## config.mk

```make
export PLATFORM = sky130hd
export DESIGN_NAME = rf_bank
export DESIGN_NICKNAME = d
export VERILOG_FILES = /design/src/rtl/rf_bank.sv
export SDC_FILE = /design/constraint.sdc
export NUM_CORES = 2
export LEC_CHECK = 0
export BUFFER_PORTS_ARGS = -buffer_cell sky130_fd_sc_hd__buf_4
export CAP_MARGIN = 20
export CORE_ASPECT_RATIO = 1.5
export CORE_MARGIN = 2
export CORE_UTILIZATION = 45
export CTS_BUF_LIST = sky130_fd_sc_hd__clkbuf_8
export CTS_CLUSTER_DIAMETER = 200
export CTS_CLUSTER_SIZE = 25
export DETAILED_ROUTE_END_ITERATION = 16
export GPL_ROUTABILITY_DRIVEN = 0
export PLACE_DENSITY_LB_ADDON = 0.1
export SYNTH_ARGS = -nofsm -noshare
export SYNTH_HDL_FRONTEND = slang
export SYNTH_SLANG_ARGS = --single-unit
```

## constraint.sdc

```tcl
create_clock -name clk -period 37.7 [get_ports clk]
set_clock_uncertainty 0.2 [all_clocks]
set_input_delay 5.655 -clock clk [delete_from_list [all_inputs] [get_ports clk]]
set_output_delay 5.655 -clock clk [all_outputs]
set_load 0.01 [all_outputs]
```

## src/rtl/rf_bank.sv

```systemverilog
// General-purpose register file with combinational read ports, one write port,
// optional write-through bypass, hardwired zero register and a busy scoreboard.
module rf_bank #(
    parameter int XLEN     = 32,
    parameter int ADDR_W   = 5,
    parameter int NRD      = 2,
    parameter int ZERO_REG = 1,
    parameter int BYPASS   = 1
) (
    input  logic                  clk,
    input  logic                  rst,
    input  logic                  we,
    input  logic [ADDR_W-1:0]     waddr,
    input  logic [XLEN-1:0]       wdata,
    input  logic [NRD*ADDR_W-1:0] raddr,
    output logic [NRD*XLEN-1:0]   rdata,
    output logic [NRD-1:0]        rbusy,
    input  logic                  busy_set,
    input  logic [ADDR_W-1:0]     busy_addr,
    input  logic                  busy_clr,
    input  logic [ADDR_W-1:0]     dbg_addr,
    output logic [XLEN-1:0]       dbg_data,
    output logic [ADDR_W:0]       busy_cnt
);

    localparam int unsigned NREG = 2 ** ADDR_W;

    if (NRD < 1 || NRD > 4) begin : g_bad_nrd
        $error("rf_bank: NRD must be in 1..4");
    end
    if (XLEN < 1 || ADDR_W < 1) begin : g_bad_width
        $error("rf_bank: XLEN and ADDR_W must be at least 1");
    end
    if ((ZERO_REG != 0 && ZERO_REG != 1) || (BYPASS != 0 && BYPASS != 1)) begin : g_bad_flag
        $error("rf_bank: ZERO_REG and BYPASS must be 0 or 1");
    end

    logic [XLEN-1:0] regs_q [NREG];
    logic [NREG-1:0] busy_q, busy_d;
    logic [ADDR_W:0] busy_cnt_q, busy_cnt_d;
    logic            wr_zero;
    logic            set_zero;
    logic            we_live;

    assign wr_zero  = (ZERO_REG != 0) && (waddr == '0);
    assign set_zero = (ZERO_REG != 0) && (busy_addr == '0);
    // Forwarding must not leak wdata onto the read ports while reset is held.
    assign we_live  = we && !rst;

    always_ff @(posedge clk or posedge rst) begin
        if (rst) begin
            for (int unsigned r = 0; r < NREG; r++) begin
                regs_q[r] <= '0;
            end
        end else if (we && !wr_zero) begin
            regs_q[waddr] <= wdata;
        end
    end

    // Clear is applied before set so a same-register set/clear leaves the bit set.
    always_comb begin
        busy_d = busy_q;
        if (busy_clr) begin
            busy_d[waddr] = 1'b0;
        end
        if (busy_set && !set_zero) begin
            busy_d[busy_addr] = 1'b1;
        end
    end

    always_comb begin
        busy_cnt_d = '0;
        for (int unsigned r = 0; r < NREG; r++) begin
            busy_cnt_d = busy_cnt_d + (ADDR_W + 1)'(busy_d[r]);
        end
    end

    always_ff @(posedge clk or posedge rst) begin
        if (rst) begin
            busy_q     <= '0;
            busy_cnt_q <= '0;
        end else begin
            busy_q     <= busy_d;
            busy_cnt_q <= busy_cnt_d;
        end
    end

    always_comb begin
        logic [ADDR_W-1:0] ra;
        logic              hit;
        rdata = '0;
        rbusy = '0;
        for (int unsigned i = 0; i < NRD; i++) begin
            ra  = raddr[i*ADDR_W +: ADDR_W];
            hit = (BYPASS != 0) && we_live && (waddr == ra);
            if ((ZERO_REG != 0) && (ra == '0)) begin
                rdata[i*XLEN +: XLEN] = '0;
                rbusy[i]              = 1'b0;
            end else begin
                rdata[i*XLEN +: XLEN] = hit ? wdata : regs_q[ra];
                rbusy[i]              = busy_q[ra] && !(hit && busy_clr);
            end
        end
    end

    always_comb begin
        dbg_data = regs_q[dbg_addr];
        if ((ZERO_REG != 0) && (dbg_addr == '0)) begin
            dbg_data = '0;
        end
    end

    assign busy_cnt = busy_cnt_q;

endmodule

```

==> results.md <==
- Cell taking the most area after synthesis: dfrtp_1
- Worst reg2reg path startpoint: busy_q[7]
- Synth-to-Final Area Change: 4.90%
- Commonest non-fill, non-tap cell in the layout: dfrtp_1
- Largest cells by area after synthesis: dfrtp_1 (41%), mux4_2 (25%), mux2_2 (14%)
- Routed Antenna Nets: 0
- Synthesized instance count: roughly 4500
- Initial antenna violation count: 6
- Fin crit period: around 16 ns
- Slew Limit Fails: 0
- Flops & latches, synth: between 1000 and 1500
- CTS max path bufs: 3
- Worst reg2reg setup slack: 32.31 ns
- First-pass DRT Iterations: 5
- CTS tree: yes
- Synth cell types: 61
- Setup TNS: 0 ns
- Port bufs: around 170
- Clock sinks: 1062
- DRT iter0 DRCs: between 4000 and 5000
- Critical path class: in2out
- WP data required: 31.84 ns
- EDFF count, synth: 0
- Crit path launch type: input pin
- RR Endpoint: busy_cnt[4]
- GR Overflow Total: 0
- Vias in the first global route: approximately 46000
- WL per Instance: 39.2 µm
- Synthesized net count: ~4600
- Hpwl dp: about 140 mm
- Die Ht: 472 µm
- # resized after CTS: 0
- Static leakage: roughly 29 nW
- Maximum vdd ir drop: between 0.00008 and 0.00009 V
- Commonest cells after routing, fill and taps aside: dfrtp_1 (1062), mux2_2 (842), mux4_2 (736)
- Count of endpoints failing setup in the final report: 0
- GRT Util Overall: 0.327
- CTS clk-pin slew, worst paths: about 0.15 ns
- Detailed Route WL: between 200 and 250 mm
- Syn Area/Cell: 14.6 µm²
- Power Density: just under 50 mW/mm²
- Die area: roughly 0.15 mm²
- Worst-margin pin slew: roughly 1.2 ns
- Placeable core region: 0.145 mm²
- CTS Hold Bufs: 0
- Starting Density: 0.453
- Via count: about 44000
- Crit Path Max Fanout: approximately 100
- CP endpoint kind: output pin
- Total CTS buffers: 48
- Fillcell total: roughly 13000
- Postcts setup bufs: 0
- Worst slew margin: 0.192
- Synth Flop Type: dfrtp_1
- Tcrit/Tclk final: 0.425
- Yosys warns: 0
- First-pass GRT wire length: 346 mm
- Highest clock rate: 0.0624 GHz
- Status: finished, final reports clean
- Die X: between 300 and 400 µm
- Max Cap Viol: 0
- Mapped cell area: about 0.066 mm²
- H-tree Lvls: 2
- Fin nets: between 4000 and 5000
- Overall power: approximately 3.3 mW
- Reg2Reg Depth: 15
- Fraction of layout cells with a size suffix above 1: 0.465
- Share of Yosys cell area claimed by the top area cell type: 0.405
- Hold Crit Class: reg2reg
- Worst Hold Depth: 0
- Fin. Hold Viols: 0
- WP data arrival: about 10 ns
- FFs w/ async S/R, synth: 1.00
- Hold path start: regs_q[1006]
- Largest net degree at the start of global routing: approximately 120
- Vias/cell: 7.14
- Worst-skew pair later-pin latency: about 0.81 ns
- Row count: around 170
- Io pins: around 170
- Hold path endpoint: regs_q[1006]
- RSZ-0062 raised after global routing: no
- Sequential area share after synthesis: 0.405
- Drc violations: 0
- Clock Tree Root: clkbuf_8
[worst max-delay path: stages]
cell	delay, ns
buf_8	0.47
buf_4	0.63
buf_12	0.58
buf_4	0.76
mux4_1	0.64
a22o_1	0.25
a2111oi_2	0.46
a21oi_1	0.11
a22o_1	0.21
buf_4	0.14
[per-layer routing]
metal  track usage  wire length, µm  vias to the layer above
li1              -                -                    17200
met1         0.437            96300                    24400
met2         0.529           117000                     2103
met3        0.0521            17400                      501
met4         0.139            12100                        6
met5             0               37                        -
[sequential cells by signal, indices dropped and copies added, names as in the netlist]
| name | flops |
|---|---|
| busy_cnt | 6 |
| busy_q | 32 |
| regs_q | 1024 |
[metrics by stage]
stage | instances | instance area [µm²] | hold WS (ns) | utilization | setup slack [ns]
4_1_cts | 6180 | 68700 | 0.237 | 0.474 | 21.60
3_5_place_dp | 6130 | 68000 | 0.203 | 0.470 | 21.60
2_1_floorplan | 4489 | 65600 | 0.258 | - | 1.95
6_report | 6188 | 68800 | 0.232 | 0.475 | 21.68
3_3_place_gp | 6127 | 68000 | 0.196 | 0.469 | 21.60
5_1_grt | 6184 | 68800 | 0.256 | 0.475 | 21.37
[worst max-delay path by stage]
stage / startpoint / endpoint / slack [ns] / depth (start not counted)
3_5_place_dp: raddr[0] / rdata[10] / 21.60 / 10
6_report: raddr[0] / rdata[10] / 21.68 / 10
2_1_floorplan: rst / busy_cnt[0] / 1.95 / 1
4_1_cts: raddr[0] / rdata[10] / 21.60 / 10
3_3_place_gp: raddr[0] / rdata[10] / 21.60 / 10
5_1_grt: raddr[5] / rdata[42] / 21.37 / 9
[where the power goes]
group          leakage, nW  total (mW)  switching [mW]  internal [mW]
registers             13.6        1.58           0.216           1.36
logic                 15.0        1.23           0.551          0.682
clock network        0.359       0.497           0.378          0.119
[cell families after synthesis]
family | count (synthesis) | share of synthesized area
buffers and inverters | 602 | 0.0414
xor gates and xnor gates | 13 | 0.00174
DFF | 1062 | 0.405
and+or+nand+nor | 267 | 0.0196
adders and majority gates | 31 | 0.00866
AOI/OAI and AO/OA | 529 | 0.0588
muxes | 1985 | 0.465
[cell type report]
class | instances | area (µm²) | share of cell area
Multi-Input combinational cell | 2825 | 36600 | 0.532
Sequential cell | 1062 | 26600 | 0.386
Tap cell | 1903 | 2380 | 0.0346
Timing Repair Buffer | 270 | 2230 | 0.0325
Clock buffer | 49 | 674 | 0.00980
Inverter | 73 | 282 | 0.00409
Clock inverter | 1 | 16.3 | 0.000236
Antenna cell | 5 | 12.5 | 0.000182
[synthesized netlist by cell type, types with 62 or more instances]
library cell and number:
a22o_1 62, nand2_1 103, inv_1 73, mux2i_1 247
mux2_1 150, buf_2 171, clkbuf_1 260, nand3_1 74
a21oi_1 94, mux2_2 842, dfrtp_1 1062, a22oi_1 101
mux4_2 736
Power figures use the tool's default switching activity.
